<file path="src/rtl/rng_range.sv">
// rtl/rng_range.sv - bounded uniform random value in [lo, hi] from a free-running LFSR stream
module rng_range #(
  parameter int MAX_TRIES = 8
) (
  input  logic        clock,
  input  logic        reset,
  input  logic [15:0] rng_in,
  input  logic        req,
  input  logic [15:0] lo,
  input  logic [15:0] hi,
  input  logic        ack,
  output logic        busy,
  output logic        valid,
  output logic [15:0] value,
  output logic        err,
  output logic [3:0]  tries
);

  typedef enum logic [1:0] {S_IDLE, S_MASK, S_DRAW, S_HOLD} state_t;

  localparam logic [3:0] LAST_TRY = 4'(MAX_TRIES - 1);

  state_t      state, state_next;
  logic [15:0] lo_r, range_r, mask_r;
  logic        err_r;
  logic [3:0]  cnt;
  logic [15:0] smear, cand;
  logic        accept, exhausted, trivial;

  // Cumulative smear: smallest 2^k-1 covering range_r
  always_comb begin
    smear = range_r;
    smear = smear | (smear >> 1);
    smear = smear | (smear >> 2);
    smear = smear | (smear >> 4);
    smear = smear | (smear >> 8);
  end

  assign cand      = rng_in & mask_r;
  assign accept    = (cand <= range_r);
  assign exhausted = (cnt == LAST_TRY);
  assign trivial   = err_r || (range_r == 16'd0);

  always_ff @(posedge clock) begin
    if (reset) state <= S_IDLE;
    else       state <= state_next;
  end

  always_comb begin
    state_next = state;
    case (state)
      S_IDLE: if (req) state_next = S_MASK;
      S_MASK: state_next = trivial ? S_HOLD : S_DRAW;
      S_DRAW: if (accept || exhausted) state_next = S_HOLD;
      S_HOLD: if (ack) state_next = S_IDLE;
      default: state_next = S_IDLE;
    endcase
  end

  always_comb begin
    busy  = (state != S_IDLE);
    valid = (state == S_HOLD);
  end

  // value/err/tries are written only on the transition into HOLD
  always_ff @(posedge clock) begin
    if (reset) begin
      lo_r    <= 16'd0;
      range_r <= 16'd0;
      mask_r  <= 16'd0;
      err_r   <= 1'b0;
      cnt     <= 4'd0;
      value   <= 16'd0;
      err     <= 1'b0;
      tries   <= 4'd0;
    end else begin
      case (state)
        S_IDLE: begin
          if (req) begin
            lo_r    <= lo;
            range_r <= hi - lo;
            err_r   <= (hi < lo);
            cnt     <= 4'd0;
          end
        end
        S_MASK: begin
          mask_r <= smear;
          if (trivial) begin
            value <= lo_r;
            err   <= err_r;
            tries <= 4'd0;
          end
        end
        S_DRAW: begin
          if (accept) begin
            value <= lo_r + cand;
            err   <= err_r;
            tries <= cnt;
          end else begin
            cnt <= cnt + 4'd1;
            if (exhausted) begin
              // cand <= 2*range_r+1, so the folded offset stays inside the range
              value <= lo_r + (cand - range_r - 16'd1);
              err   <= err_r;
              tries <= cnt + 4'd1;
            end
          end
        end
        default: ;
      endcase
    end
  end

endmodule

</file>
<file path="config.mk">
export PLATFORM = sky130hd
export DESIGN_NAME = rng_range
export DESIGN_NICKNAME = d
export VERILOG_FILES = /design/src/rtl/rng_range.sv
export SDC_FILE = /design/constraint.sdc
export NUM_CORES = 1
export LEC_CHECK = 0
export ABC_AREA = 1
export CAP_MARGIN = 0
export CELL_PAD_IN_SITES_DETAIL_PLACEMENT = 0
export CELL_PAD_IN_SITES_GLOBAL_PLACEMENT = 1
export CORE_ASPECT_RATIO = 1.5
export CORE_UTILIZATION = 37
export DETAILED_ROUTE_END_ITERATION = 10
export PLACE_DENSITY = 0.84
export SETUP_SLACK_MARGIN = 0.15
export SYNTH_ARGS = -nofsm -noshare
export SYNTH_HDL_FRONTEND = slang
export SYNTH_SLANG_ARGS = --single-unit
</file>
<file path="constraint.sdc">
create_clock -name clock -period 2.9 [get_ports clock]
set_input_delay 0.58 -clock clock [delete_from_list [all_inputs] [get_ports clock]]
set_output_delay 0.58 -clock clock [all_outputs]
set_load 0.02 [all_outputs]
</file>
# After elaboration in Yosys (flattened, before gate mapping)
# Cells that the tools add are included.
# op_classes
muxes,20
order_cmp,2
bitwise_logic,5
n_addsub,6
n_reduce_logical,11
n_eq_ne,10
# ops
op,count
2-to-1 mux 16 bit,3
adder 16 bit,2
case mux 16 bit (2 select lines),1
subtractor 16 bit,2
2-to-1 mux 4 bit,5
AND 16 bit,1
less-or-equal comparator 16 bit,1
logical NOT 16 bit,1
< comparator 16 bit,1
bitwise OR 16 x 12 -> 16 bit,1
bitwise OR 16 x 14 -> 16 bit,1
bitwise OR 16 x 15 -> 16 bit,1
bitwise OR 16 x 8 -> 16 bit,1
case mux 4 bit (2 select lines),2
subtractor 16 x 1 -> 16 bit (second input constant),1
!= test 2 bit (second input constant),5
AND reduction 3 bit,3
case mux 2 bit (4 select lines),1
2-to-1 mux 2 bit,3
nonzero test 2 bit,3
adder 4 x 1 -> 4 bit (second input constant),1
equality test 2 bit (second input constant),2
equality test 4 x 3 -> 1 bit (second input constant),1
2-to-1 mux 1 bit,4
6 further kinds,7
# totals
inputBits,52
output_inout_bits,23
word_cells,63
ff_bits,76

# Depth between registers and ports, before layout
# logic_depth
ltp_word,7
mapped_depth,19
ltp_nobuf,19

# Worst setup path before layout
# No wires, ideal clock.
# synth_path
path_kind,input to register
from,input rng_in[1]
to,register value[11]
t_required_ps,2836
slack_ps,102
n_path_buf,0
setup_time_ps,64
t_arrival_ps,2734
stages,16
path_cell_list,nand2_1 fa_1 inv_1 ha_1 inv_1 fa_1 o21ai_1 nand2_1 nand2_1 inv_1 o21ai_1 xor2_1 o21ai_1 nor2_1 nor2_1 nor2_1
# synth_via
elab_chain_cells,7
word_cells_on_any_way,11
classes_between,add/sub (4); order compare (1); eq/ne (1); mux (3); bitwise (1); reduce/logical (1)
# synth_lines
element,line,text
from (decl),7,"input logic [15:0] rng_in,"
AND 16 bit *,39,assign cand = rng_in & mask_r;
subtractor 16 bit,103,value <= lo_r + (cand - range_r - 16'd1);
subtractor 16 x 1 -> 16 bit,103,
adder 16 bit,103,
2-to-1 mux 16 bit,101,if (exhausted) begin
2-to-1 mux 16 bit,95,if (accept) begin
case mux 16 bit (2 select lines),77,case (state)
to (signal assigned),89,value <= lo_r;
to (signal assigned),96,value <= lo_r + cand;
to (signal assigned),103,
to (decl),14,"output logic [15:0] value,"
# Every way passes the cells marked *; elsewhere a longest branch is shown, timed or not. The select of a mux whose other input is x is not followed.
# A chain may end at the register's enable or synchronous reset.

# Worst setup path in the final report
# layout_path
from,input rng_in[12]
to,register value[13]
# Same word-level chain as after synthesis.

==> results.md <==
* Power Internal at roughly 5.3 mW
* Post-Syn Instances at 999
* Avg Cell Area, Syn at between 6 and 7 sq um
* Comb pwr share at 71.2%
* Slew Limit Fails at 0
* Nature of the critical path endpoint: flip-flop
* Clock Pin Slew Worst Setup and Hold Paths at 0.06 ns
* Yosys cell types at 39
* Top cell family by delay on the critical path: adder cells
* Worst Setup Path Type: in2reg
* First-pass GRT wire length at 30,800 um
* GRT Overall Usage at a little over a fifth
* RSZ-0062 raised after global routing: yes
* P_sw at about 4.8 mW
* # placed instances at approximately 1.3k
* Max-slew headroom at a little under three fifths
* Initial antenna violation count at 0
* Final hold vios at 0
* Yosys reg bits at 76
* Max-cap viol count at 0
* Crit-path slowest cell: fa_1
* Vias post-DR at roughly 6.6k
* DIE AREA at 18,200 sq um
* First DRT Iteration DRCs at 216
* Sink Count at 76
* Simple-gate share of the synthesized area at roughly a quarter
* Primary FF master, synth: dfxtp_1
* Crit start category: primary input
* Synth Area in Compound Gates at around 16%
* Peak VDD IR at 0.000591 V
* PwrDens at roughly 1200 nW/um^2
* Max incr delay on CP at around 0.5 ns
* Drc violations at 0
* Run status: completed
* Switching share of power at between 40% and 50%
* Max Fclk at about 380 MHz
* Reg2Reg Setup Slack at 0.34 ns
* Crit Path Max Fanout at 6
* Final antenna-violating net count at 0
* Vias in the first global route at between 6k and 7k
* Area after DPL at between 8000 and 9000 sq um
* Required @ worst endpoint at 3.14 ns
* Cell Area, Synth at about 6500 sq um
* R2R depth at 16
* Max Root-Sink Buffers at 2
* Routed WL at about 19,000 um
* Starting Density at between 30% and 40%
* Static leakage at between 4 and 5 nW
* Non-Filler Instances at between 1k and 1.5k
* Layer carrying the most global-route usage: met2
* Cell mode on critical path: nor2_1
* Sequential cell fraction of total power at between 10% and 20%
* Critical-path cell list: clkdlybuf4s50_1 -> nand2_2 -> fa_1 -> inv_1 -> ha_4 -> a21o_1 -> nor2_2 -> nand3_2 -> xor2_1 -> o21ai_1 -> nor2_1 -> nor2_1 -> nor2_1
* CP bufs+invs at 2
* Hold_ws at roughly 0.48 ns
* Multiplexer area fraction after synthesis at 0%
* Number of diodes at 0
* CTS Buf Count at 9
* EDFF count, synth at 0
* H-tree Lvls at 3
* HPWL after DPL at ~16,000 um
* Main combinational cell family by area after synthesis: simple AND/OR/NAND/NOR gates
* IO Pins at 75
* Final Instance Area at between 8000 and 9000 sq um
* Final WS setup at between 0.2 and 0.3 ns
* Post-Synth Adder-Cell Area at between 15 and 20%
* DR WL/cell at ~14 um
* First-pass detailed-route iteration total at 4
* Fraction of layout instances using a drive strength above 1 at 15.8%
* Fin nets at ~1.3k
* GRT overflow at 0
* Final Critical Period at approximately 2.6 ns
* Share of flip-flops with an asynchronous set or reset at 0%
* Met2 Usage GRT at 40.3%
* Port bufs at 74
* Worst Skew at 0.00586 ns
* Pin count of the biggest net entering global routing at 42
* Met3 Track Usage GR at under 10%
* Clock share of power at between 10 and 15%
* Clk_lat worst skew at around 0.34 ns
* Fin crit share at about nine tenths
* Hold path depth at 2
* Syn. warnings at 0
* Fillers at 1,738
* Crit. path cell count at 13
* CTS tree: yes
* RePlAce Congestion at 0.891
* Hold Crit Class: reg2reg
* Die height at roughly 160 um
* Root Driver: clkbuf_16
* Die Width at roughly 110 um
* Sequential area share after synthesis at a little under a quarter
* Synthesized Nets at roughly 1.1k
* GR met1 Demand/Resource at 24.3%
* Final setup vio count at 0
* Arrival @ worst endpoint at between 2 and 3 ns
* Xor-xnor portion of the synthesized cell area at approximately 4.8%
* Setup WS pre-CTS at -0.482 ns
* Core Region at 17,300 sq um
* Via-to-Cell Ratio at 4.86
* Worst-margin pin slew at around 0.65 ns
* Std-Cell Rows at 59
* Area grow syn2layout at 33.1%
==> layer usage <==
layer / wire length, um / up-vias
met5: 0 / -
met4: 440 / 0
met3: 438 / 31
met2: 9810 / 115
met1: 8370 / 2991
li1: - / 3500
==> cell families after synthesis <==
kind of cell / after synthesis
buf+inv: 203
simple gates: 413
xor+xnor: 36
fa+ha+maj: 77
compound gates: 194
flops: 76
==> stage by stage <==
step	power [mW]	util (%)	setup TNS, ns
floorplan	5.82	-	0
global placement	8.07	46.5	-5.27
detailed placement	8.14	46.5	-7.02
CTS	9.53	48.8	0
global route	10.9	50.1	0
finish	10.0	50.1	0
==> worst min-delay path, cell delays in order, from the launching register on <==
cell and delay, ns:
dfxtp_1 0.32, nor2_1 0.05, nor2_1 0.08
==> cells in the mapped netlist (6+ instances only) <==
cell | n | area share, %
a21oi_1 | 79 | 6.1
clkbuf_1 | 18 | 1.0
dfxtp_1 | 76 | 23
fa_1 | 17 | 5.2
ha_1 | 60 | 11
inv_1 | 170 | 9.8
nand2_1 | 210 | 12
nand3_1 | 63 | 4.8
nand4_1 | 10 | 0.96
nor2_1 | 106 | 6.1
nor3_1 | 10 | 0.77
o211ai_1 | 6 | 0.69
o21ai_0 | 52 | 4.0
o21ai_1 | 30 | 2.3
xnor2_1 | 7 | 0.94
xor2_1 | 29 | 3.9
==> cell usage in the layout (no fill, tap or decap), drive strengths merged <==
| cell | n |
|---|---|
| xnor2 | 7 |
| nand3 | 63 |
| nor3 | 10 |
| clkdlybuf4s15 | 1 |
| ha | 60 |
| o21ai | 84 |
| inv | 176 |
| clkinvlp | 3 |
| nor4 | 1 |
| nor2 | 108 |
| xor2 | 29 |
| nand3b | 2 |
| o211ai | 6 |
| dlymetal6s2s | 5 |
| a21oi | 79 |
| clkinv | 2 |
| a21o | 5 |
| or2 | 3 |
| nand2 | 215 |
| o21bai | 4 |
| dfxtp | 76 |
| clkdlybuf4s50 | 63 |
| nand4 | 11 |
| o221ai | 5 |
| fa | 17 |
| buf | 90 |
| a31oi | 5 |
| bufinv | 1 |
| clkbuf | 13 |
| o21a | 5 |
| a41oi | 1 |
| dlygate4sd2 | 3 |
==> layout make-up <==
type / count / area, sq um / share of cell area, %
Multi-Input combinational cell: 720 / 4510 / 51.8
Clock buffer: 11 / 233 / 2.68
Timing Repair Buffer: 164 / 1440 / 16.5
Tap cell: 213 / 267 / 3.07
Inverter: 177 / 668 / 7.69
Clock inverter: 5 / 61.3 / 0.705
Sequential cell: 76 / 1520 / 17.5
==> registers in the layout, summed over array words and instances (netlist names) <==
signal,count
tries,4
err,1
state,2
value,16
err_r,1
range_r,16
cnt,4
lo_r,16
mask_r,16
==> worst paths after layout <==
kind / start / end
max: rng_in[12] / value[13]$_SDFFE_PP0P_
max reg2reg: lo_r[1]$_SDFFE_PP0P_ / value[11]$_SDFFE_PP0P_
min: err$_SDFFE_PP0P_ / err$_SDFFE_PP0P_
min reg2reg: err$_SDFFE_PP0P_ / err$_SDFFE_PP0P_
==> power by group through the flow <==
stage,sequential (mW),combinational [mW],clock (mW)
finish,1.75,7.13,1.14
global route,1.80,7.92,1.22
CTS,1.74,6.63,1.16
detailed placement,1.76,6.38,0
global placement,1.75,6.32,0
floorplan,1.84,3.98,0
==> repair_timing <==
item,CTS,global route
gates cloned,0,0
pin swaps,14,25
hold buffers,0,0
resized for setup,29,57
setup buffers,3,2
setup endpoints to repair,16,26
(Power assumes the default switching activity.)
